===== src/rtl/microcode_sequencer_if.sv =====
// Fetch-unit and microcode-ROM handshake bundle for microcode_sequencer.
// master = sequencer side, slave = fetch unit / ROM side.
interface microcode_sequencer_if;
  logic       fetch_valid;
  logic [7:0] fetch_byte;
  logic       fetch_ack;
  logic [8:0] uop_addr;
  logic       uop_commit;
  logic       ctrl_last;
  logic [8:0] ctrl_next;
  logic       ctrl_mem_req;
  logic       ctrl_halt;
  logic       mem_ready;

  modport master (
    input  fetch_valid, fetch_byte, ctrl_last, ctrl_next, ctrl_mem_req, ctrl_halt, mem_ready,
    output fetch_ack, uop_addr, uop_commit
  );

  modport slave (
    output fetch_valid, fetch_byte, ctrl_last, ctrl_next, ctrl_mem_req, ctrl_halt, mem_ready,
    input  fetch_ack, uop_addr, uop_commit
  );
endinterface


===== src/rtl/microcode_sequencer.sv =====
// Game Boy microcode sequencer: opcode fetch, CB prefix folding, micro-step walk, HALT.
// Define INT_DISPATCH_EN to enable interrupt entry from FETCH and HALT.
//
// state  | meaning
// FETCH  | waiting for an opcode byte (or interrupt entry)
// PREFIX | CB seen, waiting for the second opcode byte
// EXEC   | stepping through micro-words; stalls on memory wait
// HALT   | sleeping until an interrupt is pending
module microcode_sequencer #(
  parameter logic [8:0] INT_UADDR = 9'h0D3,
  parameter int         MAX_STEPS = 8,
  parameter int         STEP_W    = 4
) (
  input  logic                  clock,
  input  logic                  reset,
  microcode_sequencer_if.master bus,
  input  logic                  int_pending,
  input  logic                  ime,
  output logic                  int_ack,
  output logic                  halted,
  output logic                  cb_active,
  output logic [STEP_W-1:0]     step,
  output logic                  ucode_error
);

  typedef enum logic [1:0] {S_FETCH, S_PREFIX, S_EXEC, S_HALT} state_t;

  state_t              state_q, state_d;
  logic [8:0]          uop_addr_q, uop_addr_d;
  logic [STEP_W-1:0]   step_q, step_d, step_inc;
  logic                cb_q, cb_d;
  logic                halted_q, halted_d;
  logic                err_q, err_d;
  logic                int_take;
  logic                fetch_ack_c, commit_c, int_ack_c;

`ifdef INT_DISPATCH_EN
  assign int_take = int_pending & ime;
`else
  logic unused_ime;
  assign unused_ime = ime;
  assign int_take   = 1'b0;
`endif

  assign step_inc = step_q + STEP_W'(1);

  always_comb begin
    state_d     = state_q;
    uop_addr_d  = uop_addr_q;
    step_d      = step_q;
    cb_d        = cb_q;
    halted_d    = halted_q;
    err_d       = err_q;
    fetch_ack_c = 1'b0;
    commit_c    = 1'b0;
    int_ack_c   = 1'b0;
    // Reset abandons the current cycle: no handshake or commit may escape.
    if (!reset) begin
      case (state_q)
        S_FETCH: begin
          if (int_take) begin
            int_ack_c  = 1'b1;
            uop_addr_d = INT_UADDR;
            cb_d       = 1'b0;
            step_d     = '0;
            state_d    = S_EXEC;
          end else if (bus.fetch_valid) begin
            fetch_ack_c = 1'b1;
            if (bus.fetch_byte == 8'hCB) begin
              cb_d    = 1'b1;
              state_d = S_PREFIX;
            end else begin
              uop_addr_d = {1'b0, bus.fetch_byte};
              cb_d       = 1'b0;
              step_d     = '0;
              state_d    = S_EXEC;
            end
          end
        end
        S_PREFIX: begin
          if (bus.fetch_valid) begin
            fetch_ack_c = 1'b1;
            uop_addr_d  = {1'b1, bus.fetch_byte};
            step_d      = '0;
            state_d     = S_EXEC;
          end
        end
        S_EXEC: begin
          commit_c = !bus.ctrl_mem_req || bus.mem_ready;
          if (commit_c) begin
            if (bus.ctrl_halt) begin
              halted_d = 1'b1;
              state_d  = S_HALT;
            end else if (bus.ctrl_last) begin
              state_d = S_FETCH;
            end else if (step_inc == STEP_W'(MAX_STEPS)) begin
              err_d   = 1'b1;
              state_d = S_FETCH;
            end else begin
              uop_addr_d = bus.ctrl_next;
              step_d     = step_inc;
            end
          end
        end
        S_HALT: begin
          if (int_pending) begin
            halted_d = 1'b0;
            if (int_take) begin
              int_ack_c  = 1'b1;
              uop_addr_d = INT_UADDR;
              cb_d       = 1'b0;
              step_d     = '0;
              state_d    = S_EXEC;
            end else begin
              state_d = S_FETCH;
            end
          end
        end
        default: state_d = S_FETCH;
      endcase
    end
  end

  always_ff @(posedge clock) begin
    if (reset) begin
      state_q    <= S_FETCH;
      uop_addr_q <= '0;
      step_q     <= '0;
      cb_q       <= 1'b0;
      halted_q   <= 1'b0;
      err_q      <= 1'b0;
    end else begin
      state_q    <= state_d;
      uop_addr_q <= uop_addr_d;
      step_q     <= step_d;
      cb_q       <= cb_d;
      halted_q   <= halted_d;
      err_q      <= err_d;
    end
  end

  assign bus.fetch_ack  = fetch_ack_c;
  assign bus.uop_addr   = uop_addr_q;
  assign bus.uop_commit = commit_c;
  assign int_ack        = int_ack_c;
  assign halted         = halted_q;
  assign cb_active      = cb_q;
  assign step           = step_q;
  assign ucode_error    = err_q;

endmodule


===== src/flat_wrapper.sv =====
// flat-port wrapper written by rule: the top's interface ports become plain ports
module microcode_sequencer_flat 
#(
  parameter logic [8:0] INT_UADDR = 9'h0D3,
  parameter int         MAX_STEPS = 8,
  parameter int         STEP_W    = 4
)
  (clock, reset, int_pending, ime, int_ack, halted, cb_active, step, ucode_error, bus_fetch_valid, bus_fetch_byte, bus_ctrl_last, bus_ctrl_next, bus_ctrl_mem_req, bus_ctrl_halt, bus_mem_ready, bus_fetch_ack, bus_uop_addr, bus_uop_commit);
  microcode_sequencer_if bus_i ();
  input  logic clock;
  input  logic reset;
  input  logic int_pending;
  input  logic ime;
  output logic int_ack;
  output logic halted;
  output logic cb_active;
  output logic [STEP_W-1:0] step;
  output logic ucode_error;
  input wire logic [$bits(bus_i.fetch_valid)-1:0] bus_fetch_valid;
  input wire logic [$bits(bus_i.fetch_byte)-1:0] bus_fetch_byte;
  input wire logic [$bits(bus_i.ctrl_last)-1:0] bus_ctrl_last;
  input wire logic [$bits(bus_i.ctrl_next)-1:0] bus_ctrl_next;
  input wire logic [$bits(bus_i.ctrl_mem_req)-1:0] bus_ctrl_mem_req;
  input wire logic [$bits(bus_i.ctrl_halt)-1:0] bus_ctrl_halt;
  input wire logic [$bits(bus_i.mem_ready)-1:0] bus_mem_ready;
  output wire logic [$bits(bus_i.fetch_ack)-1:0] bus_fetch_ack;
  output wire logic [$bits(bus_i.uop_addr)-1:0] bus_uop_addr;
  output wire logic [$bits(bus_i.uop_commit)-1:0] bus_uop_commit;
  assign bus_i.fetch_valid = bus_fetch_valid;
  assign bus_i.fetch_byte = bus_fetch_byte;
  assign bus_i.ctrl_last = bus_ctrl_last;
  assign bus_i.ctrl_next = bus_ctrl_next;
  assign bus_i.ctrl_mem_req = bus_ctrl_mem_req;
  assign bus_i.ctrl_halt = bus_ctrl_halt;
  assign bus_i.mem_ready = bus_mem_ready;
  assign bus_fetch_ack = bus_i.fetch_ack;
  assign bus_uop_addr = bus_i.uop_addr;
  assign bus_uop_commit = bus_i.uop_commit;
  microcode_sequencer #(.INT_UADDR(INT_UADDR), .MAX_STEPS(MAX_STEPS), .STEP_W(STEP_W)) u_core (.clock(clock), .reset(reset), .bus(bus_i), .int_pending(int_pending), .ime(ime), .int_ack(int_ack), .halted(halted), .cb_active(cb_active), .step(step), .ucode_error(ucode_error));
endmodule

===== config.mk =====
export PLATFORM = sky130hd
export DESIGN_NAME = microcode_sequencer_flat
export DESIGN_NICKNAME = d
export VERILOG_FILES = /design/src/rtl/microcode_sequencer_if.sv /design/src/rtl/microcode_sequencer.sv /design/src/flat_wrapper.sv
export SDC_FILE = /design/constraint.sdc
export NUM_CORES = 1
export LEC_CHECK = 0
export ABC_AREA = 0
export ABC_CLOCK_PERIOD_IN_PS = 2300
export CAP_MARGIN = 5
export CORE_MARGIN = 2
export CORE_UTILIZATION = 40
export CTS_CLUSTER_SIZE = 40
export DETAILED_ROUTE_END_ITERATION = 6
export PLACE_DENSITY = 0.75
export SLEW_MARGIN = 30
export SYNTH_ARGS = -nofsm -noshare
export SYNTH_HDL_FRONTEND = slang
export SYNTH_SLANG_ARGS = --single-unit

===== constraint.sdc =====
create_clock -name clock -period 2.3 [get_ports clock]
set_input_delay 0.345 -clock clock [delete_from_list [all_inputs] [get_ports clock]]
set_output_delay 0.345 -clock clock [all_outputs]
set_load 0.02 [all_outputs]

==> metrics.txt <==
# TYPE chip_impl_metric gauge
chip_impl_metric{name="clkLatencyLatePin",unit="ns"} 0.31
chip_impl_metric{name="num-fill-cells",unit=""} 253
chip_impl_metric{name="layout-drive-gt1-share",unit="%"} 12.2
chip_impl_metric{name="grt_max_degree",unit=""} 20
chip_impl_metric{name="grt_usage",unit="%"} 19.8
chip_impl_metric{name="wire_length_of_the_first_global_routing_pass",unit="microns"} 5040
chip_impl_info{name="worst_r2r_endpoint",value="u_core.step[2]"} 1
chip_impl_info{name="synth.top_cells.by_count",value="sky130_fd_sc_hd__dfxtp_1, sky130_fd_sc_hd__a21oi_1, sky130_fd_sc_hd__a22oi_1, sky130_fd_sc_hd__nor2_1"} 1
chip_impl_metric{name="place.detailed.hpwl",unit="microns"} 2380
chip_impl_info{name="most_numerous_cell_in_the_yosys_netlist",value="sky130_fd_sc_hd__dfxtp_1"} 1
chip_impl_metric{name="clock_power_share",unit="%"} 12.2
chip_impl_metric{name="clk_pin_slew",unit="ns"} 0.11
chip_impl_info{name="most_used_layer_global_route",value="met2"} 1
chip_impl_info{name="synth_top_cells_by_area",value="sky130_fd_sc_hd__dfxtp_1, sky130_fd_sc_hd__ha_1, sky130_fd_sc_hd__a21oi_1"} 1
chip_impl_metric{name="synthesis.area_per_instance",unit="sq um"} 8.53
chip_impl_metric{name="power.density",unit="mW/mm^2"} 1010
chip_impl_metric{name="grt_util_met3",unit="%"} 4.15
chip_impl_metric{name="period_minus_slack",unit="ns"} 2.09
chip_impl_metric{name="power.internal",unit="uW"} 1000
chip_impl_metric{name="fmaxAchievable",unit="MHz"} 477
chip_impl_metric{name="rows",unit=""} 19
chip_impl_info{name="synth_area_leader_cell",value="sky130_fd_sc_hd__dfxtp_1"} 1
chip_impl_metric{name="floorplan.core_area",unit="sq mm"} 0.00269
chip_impl_metric{name="drt-pass1-iter-count",unit=""} 4
chip_impl_metric{name="async_flop_share",unit="%"} 0
chip_impl_metric{name="cts_inserted_buffers",unit=""} 3
chip_impl_info{name="criticalPathCategory",value="register to primary output"} 1
chip_impl_metric{name="count_of_flip_flops_with_a_built_in_enable_after_synthesis",unit=""} 0
chip_impl_info{name="synth_flop_cell",value="sky130_fd_sc_hd__dfxtp_1"} 1
chip_impl_metric{name="critPathRequiredTime",unit="ns"} 1.96
chip_impl_metric{name="peak_ir_drop_on_the_vdd_network",unit="mV"} 0.666
chip_impl_metric{name="final.period_utilization",unit="%"} 91.1
chip_impl_metric{name="fin_setup_tns",unit="ns"} 0
chip_impl_metric{name="finish.utilization",unit="%"} 62.3
chip_impl_metric{name="grt-ovfl-total",unit=""} 0
chip_impl_metric{name="flip_flop_and_latch_count_after_synthesis",unit=""} 18
chip_impl_metric{name="power.share.switching",unit="%"} 40.9
chip_impl_metric{name="max-clock-path-buffers",unit=""} 2
chip_impl_metric{name="yosys.cell_types.count",unit=""} 39
chip_impl_info{name="hold_path_class",value="register to register"} 1
chip_impl_info{name="hold_start",value="u_core.cb_active"} 1
chip_impl_metric{name="synthesis.instances",unit=""} 130
chip_impl_metric{name="drt_iter0_markers",unit=""} 23
chip_impl_metric{name="power.combinational.fraction",unit="%"} 60.2
chip_impl_metric{name="use_met1",unit="%"} 22.6
chip_impl_metric{name="area.sequential",unit="sq um"} 360
chip_impl_metric{name="grt_pass1_vias",unit=""} 1182
chip_impl_metric{name="ant_nets",unit=""} 0
chip_impl_metric{name="mapped_cell_area",unit="sq mm"} 0.00111
chip_impl_info{name="critPathCaptureType",value="primary output"} 1
chip_impl_metric{name="final-max-slew-violation-count",unit=""} 0
chip_impl_metric{name="synth.top_cell.area_share",unit="%"} 32.5
chip_impl_metric{name="syn_to_final_growth",unit="%"} 51.0
chip_impl_metric{name="worst_r2r_path_depth",unit=""} 7
chip_impl_metric{name="holdPathStages",unit=""} 2
chip_impl_metric{name="timing.critical_path.arrival",unit="ns"} 1.75
chip_impl_metric{name="nNetsFinal",unit=""} 214
chip_impl_metric{name="finalHoldViolations",unit=""} 0
chip_impl_metric{name="synth-seq-area-share",unit="%"} 32.5
chip_impl_metric{name="final-setup-viol-count",unit=""} 0
chip_impl_metric{name="total_switching_power",unit="uW"} 693
chip_impl_info{name="outcome",value="finished, final reports clean"} 1
chip_impl_metric{name="syn_nets",unit=""} 163
chip_impl_metric{name="multi_input_comb_area",unit="sq um"} 696
chip_impl_metric{name="vias",unit=""} 1209
chip_impl_metric{name="hold_buffers",unit=""} 0
chip_impl_metric{name="die-width",unit="microns"} 56.6
chip_impl_metric{name="floorplan.initialDensity",unit="%"} 41.3
chip_impl_metric{name="gp_routability_congestion",unit=""} 0.805
chip_impl_metric{name="dieHeight",unit="microns"} 56.6
chip_impl_metric{name="place_worst_setup_slack",unit="ns"} -0.0293
chip_impl_info{name="hold-path-endpoint",value="u_core.cb_active"} 1
chip_impl_metric{name="pin_count",unit=""} 45
chip_impl_info{name="timing.critical_path.from_type",value="register"} 1
chip_impl_metric{name="clock-sinks",unit=""} 18
chip_impl_info{name="setup_repair_after_global_routing_missed_its_margin",value="no"} 1
chip_impl_metric{name="synthesis.yosys.warnings",unit=""} 0
chip_impl_metric{name="via_per_inst",unit=""} 5.73
chip_impl_metric{name="cap_violations",unit=""} 0
chip_impl_metric{name="seq_power_share",unit="%"} 27.6
chip_impl_metric{name="route.final.wire_length",unit="microns"} 3050
chip_impl_info{name="critical_path.reg2reg.startpoint",value="u_core.state_q[1]"} 1
chip_impl_metric{name="grtUsageMet2",unit="%"} 35.2
chip_impl_metric{name="power.static_leakage",unit="uW"} 0.000662
chip_impl_info{name="clockRootBuffer",value="sky130_fd_sc_hd__clkbuf_4"} 1
chip_impl_metric{name="rrSetupSlack",unit="ns"} 0.21
chip_impl_metric{name="final.setup.worst_slack",unit="ns"} 0.205
chip_impl_metric{name="antenna_diodes",unit=""} 0
chip_impl_metric{name="wl_per_cell",unit="microns"} 14.5
chip_impl_metric{name="antenna_violations_before_repair",unit=""} 0
chip_impl_metric{name="htree_depth",unit=""} 1
chip_impl_metric{name="path_max_fanout",unit=""} 8
chip_impl_metric{name="fin_total_pwr",unit="uW"} 1690
chip_impl_metric{name="worst_clock_skew",unit="ns"} 0.00299
chip_impl_metric{name="die-area",unit="sq mm"} 0.00321
chip_impl_metric{name="place.port_buffers",unit=""} 42
chip_impl_info{name="tritoncts",value="built"} 1
chip_impl_metric{name="drc",unit=""} 0
[layout make-up]
cell class | instances | share of cell area, %
clock buffers | 4 | 2.17
multi-input cells | 99 | 41.6
repair buffers | 54 | 31.3
well taps | 31 | 2.32
flip-flops and latches | 18 | 21.5
inverters | 5 | 1.12
[worst max-delay path, cell delays in order, from the launching register on]
cell and delay [ns]:
sky130_fd_sc_hd__dfxtp_1 0.34, sky130_fd_sc_hd__inv_1 0.14, sky130_fd_sc_hd__ha_2 0.29, sky130_fd_sc_hd__inv_1 0.11
sky130_fd_sc_hd__nor3_1 0.21, sky130_fd_sc_hd__dlygate4sd2_1 0.36
[power groups by stage]
stage	Sequential, uW	Combinational [uW]	Clock, uW
after floorplan	568	503	0
after global placement	472	994	0
after detailed placement	474	1020	0
after CTS	469	1020	214
after global routing	480	1110	223
final	467	1020	207
[cell families after synthesis]
| group | after synthesis | synth area share [%] |
|---|---|---|
| DFF | 18 | 32.5 |
| AOI/OAI and AO/OA | 55 | 36.0 |
| other | 1 | 0.338 |
| buffers and inverters | 13 | 4.97 |
| adders and majority gates | 7 | 7.90 |
| and+or+nand+nor | 36 | 18.3 |
[layer usage]
metal	up-vias	routed length [microns]
li1	602	-
met1	555	1300
met2	47	1480
met3	5	218
met4	0	51
met5	-	0
[stage by stage]
step | cell area [sq um] | hold WS (ns) | instances
6_report | 1670 | 0.476 | 211
5_1_grt | 1670 | 0.517 | 211
4_1_cts | 1670 | 0.472 | 211
3_5_place_dp | 1630 | 0.456 | 207
3_3_place_gp | 1630 | 0.448 | 207
2_1_floorplan | 1110 | 0.508 | 130
[flip-flops by register name, summed over array words and instances (netlist names)]
signal               flops
u_core.state_q           2
u_core.halted            1
u_core.cb_active         1
u_core.ucode_error       1
u_core.step              4
u_core.bus.uop_addr      9
[placed cells by master, fill, tap and decap left out, types with 2 or more instances in the layout]
cell type / netlist / routed
sky130_fd_sc_hd__a311oi_1: 8 / 8
sky130_fd_sc_hd__o31ai_1: 3 / 3
sky130_fd_sc_hd__clkdlybuf4s50_1: 0 / 40
sky130_fd_sc_hd__dfxtp_1: 18 / 18
sky130_fd_sc_hd__a21oi_1: 17 / 17
sky130_fd_sc_hd__clkbuf_4: 0 / 3
sky130_fd_sc_hd__nor3_1: 3 / 3
sky130_fd_sc_hd__a22oi_1: 9 / 9
sky130_fd_sc_hd__buf_4: 1 / 11
sky130_fd_sc_hd__ha_1: 7 / 6
sky130_fd_sc_hd__inv_1: 5 / 5
sky130_fd_sc_hd__and2_1: 2 / 2
sky130_fd_sc_hd__or4_1: 2 / 2
sky130_fd_sc_hd__nor2_1: 9 / 9
sky130_fd_sc_hd__nand4_1: 2 / 2
sky130_fd_sc_hd__o21ai_0: 6 / 6
sky130_fd_sc_hd__nand2_1: 8 / 8
sky130_fd_sc_hd__nand4b_1: 3 / 3
[worst max path at each step]
stage / from / end / slack [ns] / cells after the start
after floorplan: u_core.step[0] / u_core.bus.uop_addr[8] / 0.23 / 7
after global placement: bus_fetch_byte[2] / u_core.step[2] / 0.01 / 7
after detailed placement: bus_fetch_byte[2] / u_core.step[2] / -0.03 / 7
after CTS: u_core.state_q[1] / bus_fetch_ack / 0.03 / 5
after global routing: u_core.state_q[1] / u_core.step[2] / 0.06 / 7
final: u_core.state_q[0] / bus_uop_commit / 0.21 / 5
[repair_timing]
item | 4_1_cts | 5_1_grt
resized for setup | 2 | 1
endpoints found under the setup margin | 1 | 1
buffers inserted | 0 | 0
Power figures use the tool's default switching activity.
